[src/rtl/nrzi_unstuff_rx.sv]
// -----------------------------------------------------------------------------
// nrzi_unstuff_rx
//
// Receive front end for the USB packet decoder. The differential line is
// sampled once per clk (one bit time per cycle). The block hunts for SYNC,
// NRZI-decodes the line, removes stuffed bits and detects EOP. Decoded packet
// bits are forwarded in line order as bitOut/bitOutAvail, followed by a done
// pulse on a clean EOP. Line, stuffing, framing and length faults produce a
// single error pulse.
//
// Ports
//   clk          in   clock, all logic on posedge
//   rst_b        in   asynchronous active-low reset
//   rxEn         in   receive enable; low aborts any packet and idles the block
//   dp, dm       in   D+ / D- line samples
//   bitOut       out  decoded, unstuffed packet bit
//   bitOutAvail  out  one-cycle strobe qualifying bitOut
//   done         out  one-cycle pulse: packet ended with a valid EOP
//   error        out  one-cycle pulse: stuff / SE1 / EOP / overflow fault
//
// All outputs are registered: the response to a sample is visible during the
// cycle following the clock edge that captured it.
// -----------------------------------------------------------------------------
module nrzi_unstuff_rx #(
    parameter int STUFF_LEN = 6,
    parameter int MAX_BITS  = 99
) (
    input  logic clk,
    input  logic rst_b,
    input  logic rxEn,
    input  logic dp,
    input  logic dm,
    output logic bitOut,
    output logic bitOutAvail,
    output logic done,
    output logic error
);

    typedef enum logic [2:0] {
        ST_IDLE,
        ST_SYNC,
        ST_DATA,
        ST_EOP1,
        ST_EOP2,
        ST_ERR
    } state_t;

    localparam logic [2:0] STUFF_LEN_C = 3'(STUFF_LEN);
    localparam logic [6:0] MAX_BITS_C  = 7'(MAX_BITS);
    // SYNC is seven decoded 0s then a 1; the counter holds bits seen so far.
    localparam logic [2:0] SYNC_LAST   = 3'd7;
    // Line level is tracked as the dp value of the last J/K; J means dp=1.
    localparam logic       LEVEL_J     = 1'b1;

    state_t     state_q,      state_d;
    logic       prev_level_q, prev_level_d;
    logic [2:0] sync_cnt_q,   sync_cnt_d;
    logic [2:0] ones_cnt_q,   ones_cnt_d;
    logic [6:0] bit_cnt_q,    bit_cnt_d;
    logic       eop_ext_q,    eop_ext_d;   // the one tolerated extra SE0 has been used
    logic       last_se0_q,   last_se0_d;  // previous sample was SE0 (error recovery)

    logic       bit_out_q,    bit_out_d;
    logic       bit_avail_q,  bit_avail_d;
    logic       done_q,       done_d;
    logic       error_q,      error_d;

    // Line state decode
    logic line_j;
    logic line_k;
    logic line_se0;
    logic line_se1;
    logic line_jk;
    logic dec_bit;

    assign line_j   =  dp & ~dm;
    assign line_k   = ~dp &  dm;
    assign line_se0 = ~dp & ~dm;
    assign line_se1 =  dp &  dm;
    assign line_jk  = line_j | line_k;
    // NRZI: no transition decodes as 1. Only meaningful on J/K samples.
    assign dec_bit  = (dp == prev_level_q);

    // -------------------------------------------------------------------------
    // Next-state and output logic
    // -------------------------------------------------------------------------
    always_comb begin
        state_d      = state_q;
        prev_level_d = prev_level_q;
        sync_cnt_d   = sync_cnt_q;
        ones_cnt_d   = ones_cnt_q;
        bit_cnt_d    = bit_cnt_q;
        eop_ext_d    = eop_ext_q;
        last_se0_d   = line_se0;
        bit_out_d    = 1'b0;
        bit_avail_d  = 1'b0;
        done_d       = 1'b0;
        error_d      = 1'b0;

        // The NRZI reference follows every J/K in every state, so decoding
        // stays aligned even while idling or discarding a bad packet.
        if (line_jk) begin
            prev_level_d = dp;
        end

        if (!rxEn) begin
            // We are driving the bus (or receive is off): drop everything
            // silently and restart from a clean J reference.
            state_d      = ST_IDLE;
            prev_level_d = LEVEL_J;
            sync_cnt_d   = '0;
            ones_cnt_d   = '0;
            bit_cnt_d    = '0;
            eop_ext_d    = 1'b0;
            last_se0_d   = 1'b0;
        end else begin
            case (state_q)
                ST_IDLE: begin
                    // First K after J is the first SYNC bit (decoded 0).
                    if (line_k && (prev_level_q == LEVEL_J)) begin
                        state_d    = ST_SYNC;
                        sync_cnt_d = 3'd1;
                    end
                end

                ST_SYNC: begin
                    // Any deviation from KJKJKJKK just means this was not a
                    // packet; fall back without complaint.
                    if (!line_jk) begin
                        state_d = ST_IDLE;
                    end else if (sync_cnt_q != SYNC_LAST) begin
                        if (dec_bit) begin
                            state_d = ST_IDLE;
                        end else begin
                            sync_cnt_d = sync_cnt_q + 3'd1;
                        end
                    end else if (dec_bit) begin
                        // The trailing SYNC 1 already counts toward stuffing.
                        state_d    = ST_DATA;
                        ones_cnt_d = 3'd1;
                        bit_cnt_d  = '0;
                    end else begin
                        state_d = ST_IDLE;
                    end
                end

                ST_DATA: begin
                    if (line_jk) begin
                        if (ones_cnt_q == STUFF_LEN_C) begin
                            // This bit position is a stuff bit: must be 0, never forwarded.
                            ones_cnt_d = '0;
                            if (dec_bit) begin
                                error_d = 1'b1;
                                state_d = ST_ERR;
                            end
                        end else if (bit_cnt_q == MAX_BITS_C) begin
                            // Longer than the largest legal packet.
                            error_d = 1'b1;
                            state_d = ST_ERR;
                        end else begin
                            bit_out_d   = dec_bit;
                            bit_avail_d = 1'b1;
                            bit_cnt_d   = bit_cnt_q + 7'd1;
                            ones_cnt_d  = dec_bit ? (ones_cnt_q + 3'd1) : 3'd0;
                        end
                    end else if (line_se0) begin
                        state_d = ST_EOP1;
                    end else if (line_se1) begin
                        error_d = 1'b1;
                        state_d = ST_ERR;
                    end
                end

                ST_EOP1: begin
                    if (line_se0) begin
                        state_d   = ST_EOP2;
                        eop_ext_d = 1'b0;
                    end else begin
                        error_d = 1'b1;
                        state_d = ST_ERR;
                    end
                end

                ST_EOP2: begin
                    if (line_j) begin
                        done_d  = 1'b1;
                        state_d = ST_IDLE;
                    end else if (line_se0 && !eop_ext_q) begin
                        // A stretched EOP of three SE0 bit times is accepted once.
                        eop_ext_d = 1'b1;
                    end else begin
                        error_d = 1'b1;
                        state_d = ST_ERR;
                    end
                end

                ST_ERR: begin
                    // Resynchronise on the end of whatever is on the bus: an SE0
                    // immediately followed by J. No further pulses meanwhile.
                    if (line_j && last_se0_q) begin
                        state_d = ST_IDLE;
                    end
                end

                default: begin
                    state_d = ST_IDLE;
                end
            endcase
        end
    end

    // -------------------------------------------------------------------------
    // State and output registers
    // -------------------------------------------------------------------------
    always_ff @(posedge clk or negedge rst_b) begin
        if (!rst_b) begin
            state_q      <= ST_IDLE;
            prev_level_q <= LEVEL_J;
            sync_cnt_q   <= '0;
            ones_cnt_q   <= '0;
            bit_cnt_q    <= '0;
            eop_ext_q    <= 1'b0;
            last_se0_q   <= 1'b0;
            bit_out_q    <= 1'b0;
            bit_avail_q  <= 1'b0;
            done_q       <= 1'b0;
            error_q      <= 1'b0;
        end else begin
            state_q      <= state_d;
            prev_level_q <= prev_level_d;
            sync_cnt_q   <= sync_cnt_d;
            ones_cnt_q   <= ones_cnt_d;
            bit_cnt_q    <= bit_cnt_d;
            eop_ext_q    <= eop_ext_d;
            last_se0_q   <= last_se0_d;
            bit_out_q    <= bit_out_d;
            bit_avail_q  <= bit_avail_d;
            done_q       <= done_d;
            error_q      <= error_d;
        end
    end

    assign bitOut      = bit_out_q;
    assign bitOutAvail = bit_avail_q;
    assign done        = done_q;
    assign error       = error_q;

endmodule
[config.mk]
export PLATFORM = sky130hd
export DESIGN_NAME = nrzi_unstuff_rx
export DESIGN_NICKNAME = d
export VERILOG_FILES = /design/src/rtl/nrzi_unstuff_rx.sv
export SDC_FILE = /design/constraint.sdc
export NUM_CORES = 1
export LEC_CHECK = 0
export CORE_UTILIZATION = 55
export CTS_BUF_LIST = sky130_fd_sc_hd__clkbuf_16
export CTS_CLUSTER_SIZE = 8
export DETAILED_ROUTE_END_ITERATION = 7
export GPL_TIMING_DRIVEN = 1
export PLACE_DENSITY = 0.82
export SLEW_MARGIN = 10
export SYNTH_ARGS = -nofsm -noshare
export SYNTH_HDL_FRONTEND = slang
export SYNTH_SLANG_ARGS = --single-unit
export TNS_END_PERCENT = 100
[constraint.sdc]
create_clock -name clk -period 4.3 [get_ports clk]
set_clock_uncertainty 0.1 [all_clocks]
set_input_delay 0.86 -clock clk [delete_from_list [all_inputs] [get_ports clk]]
set_output_delay 0.86 -clock clk [all_outputs]
set_load 0.05 [all_outputs]
==> results.ini <==
[cells_and_area]
fin_nets=188
layout.cells.non_filler=202
layout-drive-gt1-share_pct=8.77
layout_common_cells=dfrtp_1 (22), nand2_1 (14), inv_1 (13)
n_antenna_cell=0
layout_commonest_cell=dfrtp_1
finalInstanceArea_sq_um=1780
area_delta_synth_final_pct=10.1

[pwr]
p_switching_mw=0.116
p_sw_share_pct=24.0
p_int_mw=0.367
leakagePower_nw=0.698
seq_power_share_pct=47.5
vdd_ir_drop_max_v=0.000294
clkPwrFrac_pct=40.8
powerDensity_nw_per_um2=271
p_comb_share_pct=11.6

[routing]
ant_nets=0
drt_iter0_markers=51
firstDrtPassIters=4
drt-total-wl_microns=3360
vias=1297
vias_per_cell=6.42
wire_per_inst_microns=16.6
drc=0

[timing]
fmax_mhz=305
fin_tns_setup_ps=0
final_max_slew_viol_count=0
max_slew.worst_pin.slew_ps=1040
period_share_pct=76.3
hold_violations=0
fin_crit_ps=3280
relSlewSlack_pct=30.7
setup_violations=0
rsz0062_at_grt=false
holdWs_ps=423

[worst_hold_path]
hold_path_class=flip-flop to flip-flop
holdPathStages=2
hold_end=eop_ext_q
worstHoldStart=eop_ext_q

[clock_tree]
cts_htree_levels=1
clk-insertion-delay-late_ps=260
hold_buffers=0
cts_tree=built
post-cts-setup-buffer-count=0
cts_sinks=23
cts_resized=0
cts_buffers=3
cts.clk_slew.worst_paths_ps=60
cts.root.buffer_cell=clkbuf_16
cts.path.max_buffers=2

[worst_setup_path]
reg2reg_to=ones_cnt_q[2]
slowest_stage=clkdlybuf4s50_1
crit_path_max_incr_delay_ps=610
end_kind=flip-flop
start_kind=primary input
path_max_fanout=11
cpLargestDelayFamily=buffers and inverters
r2r_start=sync_cnt_q[0]
required_ps=4340
worstPathCellList=clkdlybuf4s50_1, inv_1, ha_1, inv_1, or3_1, o2bb2ai_2, mux2_2
crit_buf_inv=3
worstSetupPathType=primary input to flip-flop
crit_arrival_ps=3320
worst_path_most_repeated_cell=inv_1
r2r_slack_ps=2280
rr_worst_depth=6

[synth]
ys_seq_area_share_pct=35.7
synth-edff-count=0
synth_top_area_share_pct=34.1
async_reset_ff_share_pct=100
ys_warn_count=0
ys_seq_elements=23
synthMuxAreaShare_pct=3.79
synth_area_leaders=dfrtp_1 (34%), ha_1 (8.5%), nand2_1 (3.3%)
synth_area_per_cell_sq_um=9.62
yosysTopAreaCell=dfrtp_1
postSynthCellCount=168
synthDistinctLibCells=53
synth_compound_area_share_pct=22.4
synth_nets=184
synth_top_family_by_area=simple AND/OR/NAND/NOR gates
synth_fa_ha_area_share_pct=8.51
synthFlopType=dfrtp_1
synth-simple-area-share_pct=23.5
syn_area_sq_um=1620
synthXorXnorAreaFrac_pct=1.08

[place]
dpl.hpwl_microns=2400
portBuffers=8
dp.cells=198
postPlaceCellArea_sq_um=1700
routabilityCongestion=0.912

[grt]
grt_pass1_vias=1237
grt_usage_pct=23.6
grt_max_degree=24
antenna_found_initial=0
grt_pass1_wl_microns=5800
overflow=0

[die]
ios=9
die_x_microns=56.2
start_util_pct=58.1
fp.coreArea_sq_um=2780
die-area_sq_um=3160
fp.dieH_microns=56.2
row_count=19

[run]
cap_viol_max_count=0

[status]
status=finished clean

## sequential cells by signal, indices dropped and copies added (netlist names)
signal and flops:
ones_cnt_q 3, prev_level_q 1, done 1, bitOut 1, last_se0_q 1, eop_ext_q 1, state_q 3, error 1
bitOutAvail 1, bit_cnt_q 7, sync_cnt_q 3
## how the worst max path moves through the flow
stage / from / to / slack (ps) / cells past startpoint
2_1_floorplan: dp / ones_cnt_q[2] / 2000 / 6
3_3_place_gp: dp / sync_cnt_q[0] / 900 / 7
3_5_place_dp: dp / sync_cnt_q[0] / 760 / 7
4_1_cts: dp / sync_cnt_q[0] / 1030 / 7
5_1_grt: dp / sync_cnt_q[0] / 860 / 7
6_report: dp / sync_cnt_q[0] / 1020 / 7
## logic make-up (layout without fill, tap and decap cells)
group	Yosys count	after routing
XOR/XNOR	2	2
adder cells (fa/ha/maj)	11	11
multiplexers	6	6
AO/OA/AOI/OAI	43	43
flip-flops	23	23
AND/OR/NAND/NOR	62	62
buffers and inverters	21	24
## stage by stage
| step | power (mW) | util, % | setup slack (ps) |
|---|---|---|---|
| 5_1_grt | 0.507 | 64.0 | 855 |
| 3_3_place_gp | 0.286 | 61.1 | 895 |
| 4_1_cts | 0.487 | 64.0 | 1030 |
| 6_report | 0.483 | 64.0 | 1020 |
| 3_5_place_dp | 0.289 | 61.1 | 765 |
| 2_1_floorplan | 0.270 | - | 2000 |
## layout make-up
| class | instances | area, sq um |
|---|---|---|
| Clock buffer | 3 | 75.1 |
| Clock inverter | 1 | 3.75 |
| Fill cell | 223 | 1000 |
| Inverter | 12 | 45.0 |
| Multi-Input combinational cell | 124 | 960 |
| Sequential cell | 23 | 577 |
| Tap cell | 31 | 38.8 |
| Timing Repair Buffer | 8 | 80.1 |
## worst min-delay path, stage by stage (launching register included)
cell and delay (ps):
dfrtp_1 380, inv_1 50, a21oi_1 50
## cells in the mapped netlist, drive strengths merged, types with 2 or more instances
master / instances
a211o: 3
a21oi: 10
a31o: 2
a31oi: 2
a32o: 2
clkbuf: 8
dfrtp: 22
ha: 11
inv: 12
mux2i: 5
nand2: 14
nand2b: 2
nand3: 9
nand3b: 3
nand4: 3
nor2: 6
nor2b: 4
nor3: 4
nor3b: 2
nor4: 2
o211ai: 4
o21ai: 4
o2bb2ai: 2
o31ai: 3
or3: 5
## per-layer routing
metal	vias up	track usage (%)	share of wire [%]	wire length, microns
met5	-	0	0	0
met3	5	4.65	5.3	178
met1	622	31.8	46	1540
li1	630	-	-	-
met4	0	8.36	1.3	45
met2	40	37.9	48	1600
## power by group through the flow
stage	sequential, mW	combinational (mW)	clock [mW]
floorplan	0.230	0.0402	0
global placement	0.233	0.0534	0
detailed placement	0.233	0.0560	0
CTS	0.229	0.0562	0.202
global route	0.230	0.0631	0.214
finish	0.229	0.0562	0.197
Power figures use the tool's default switching activity.
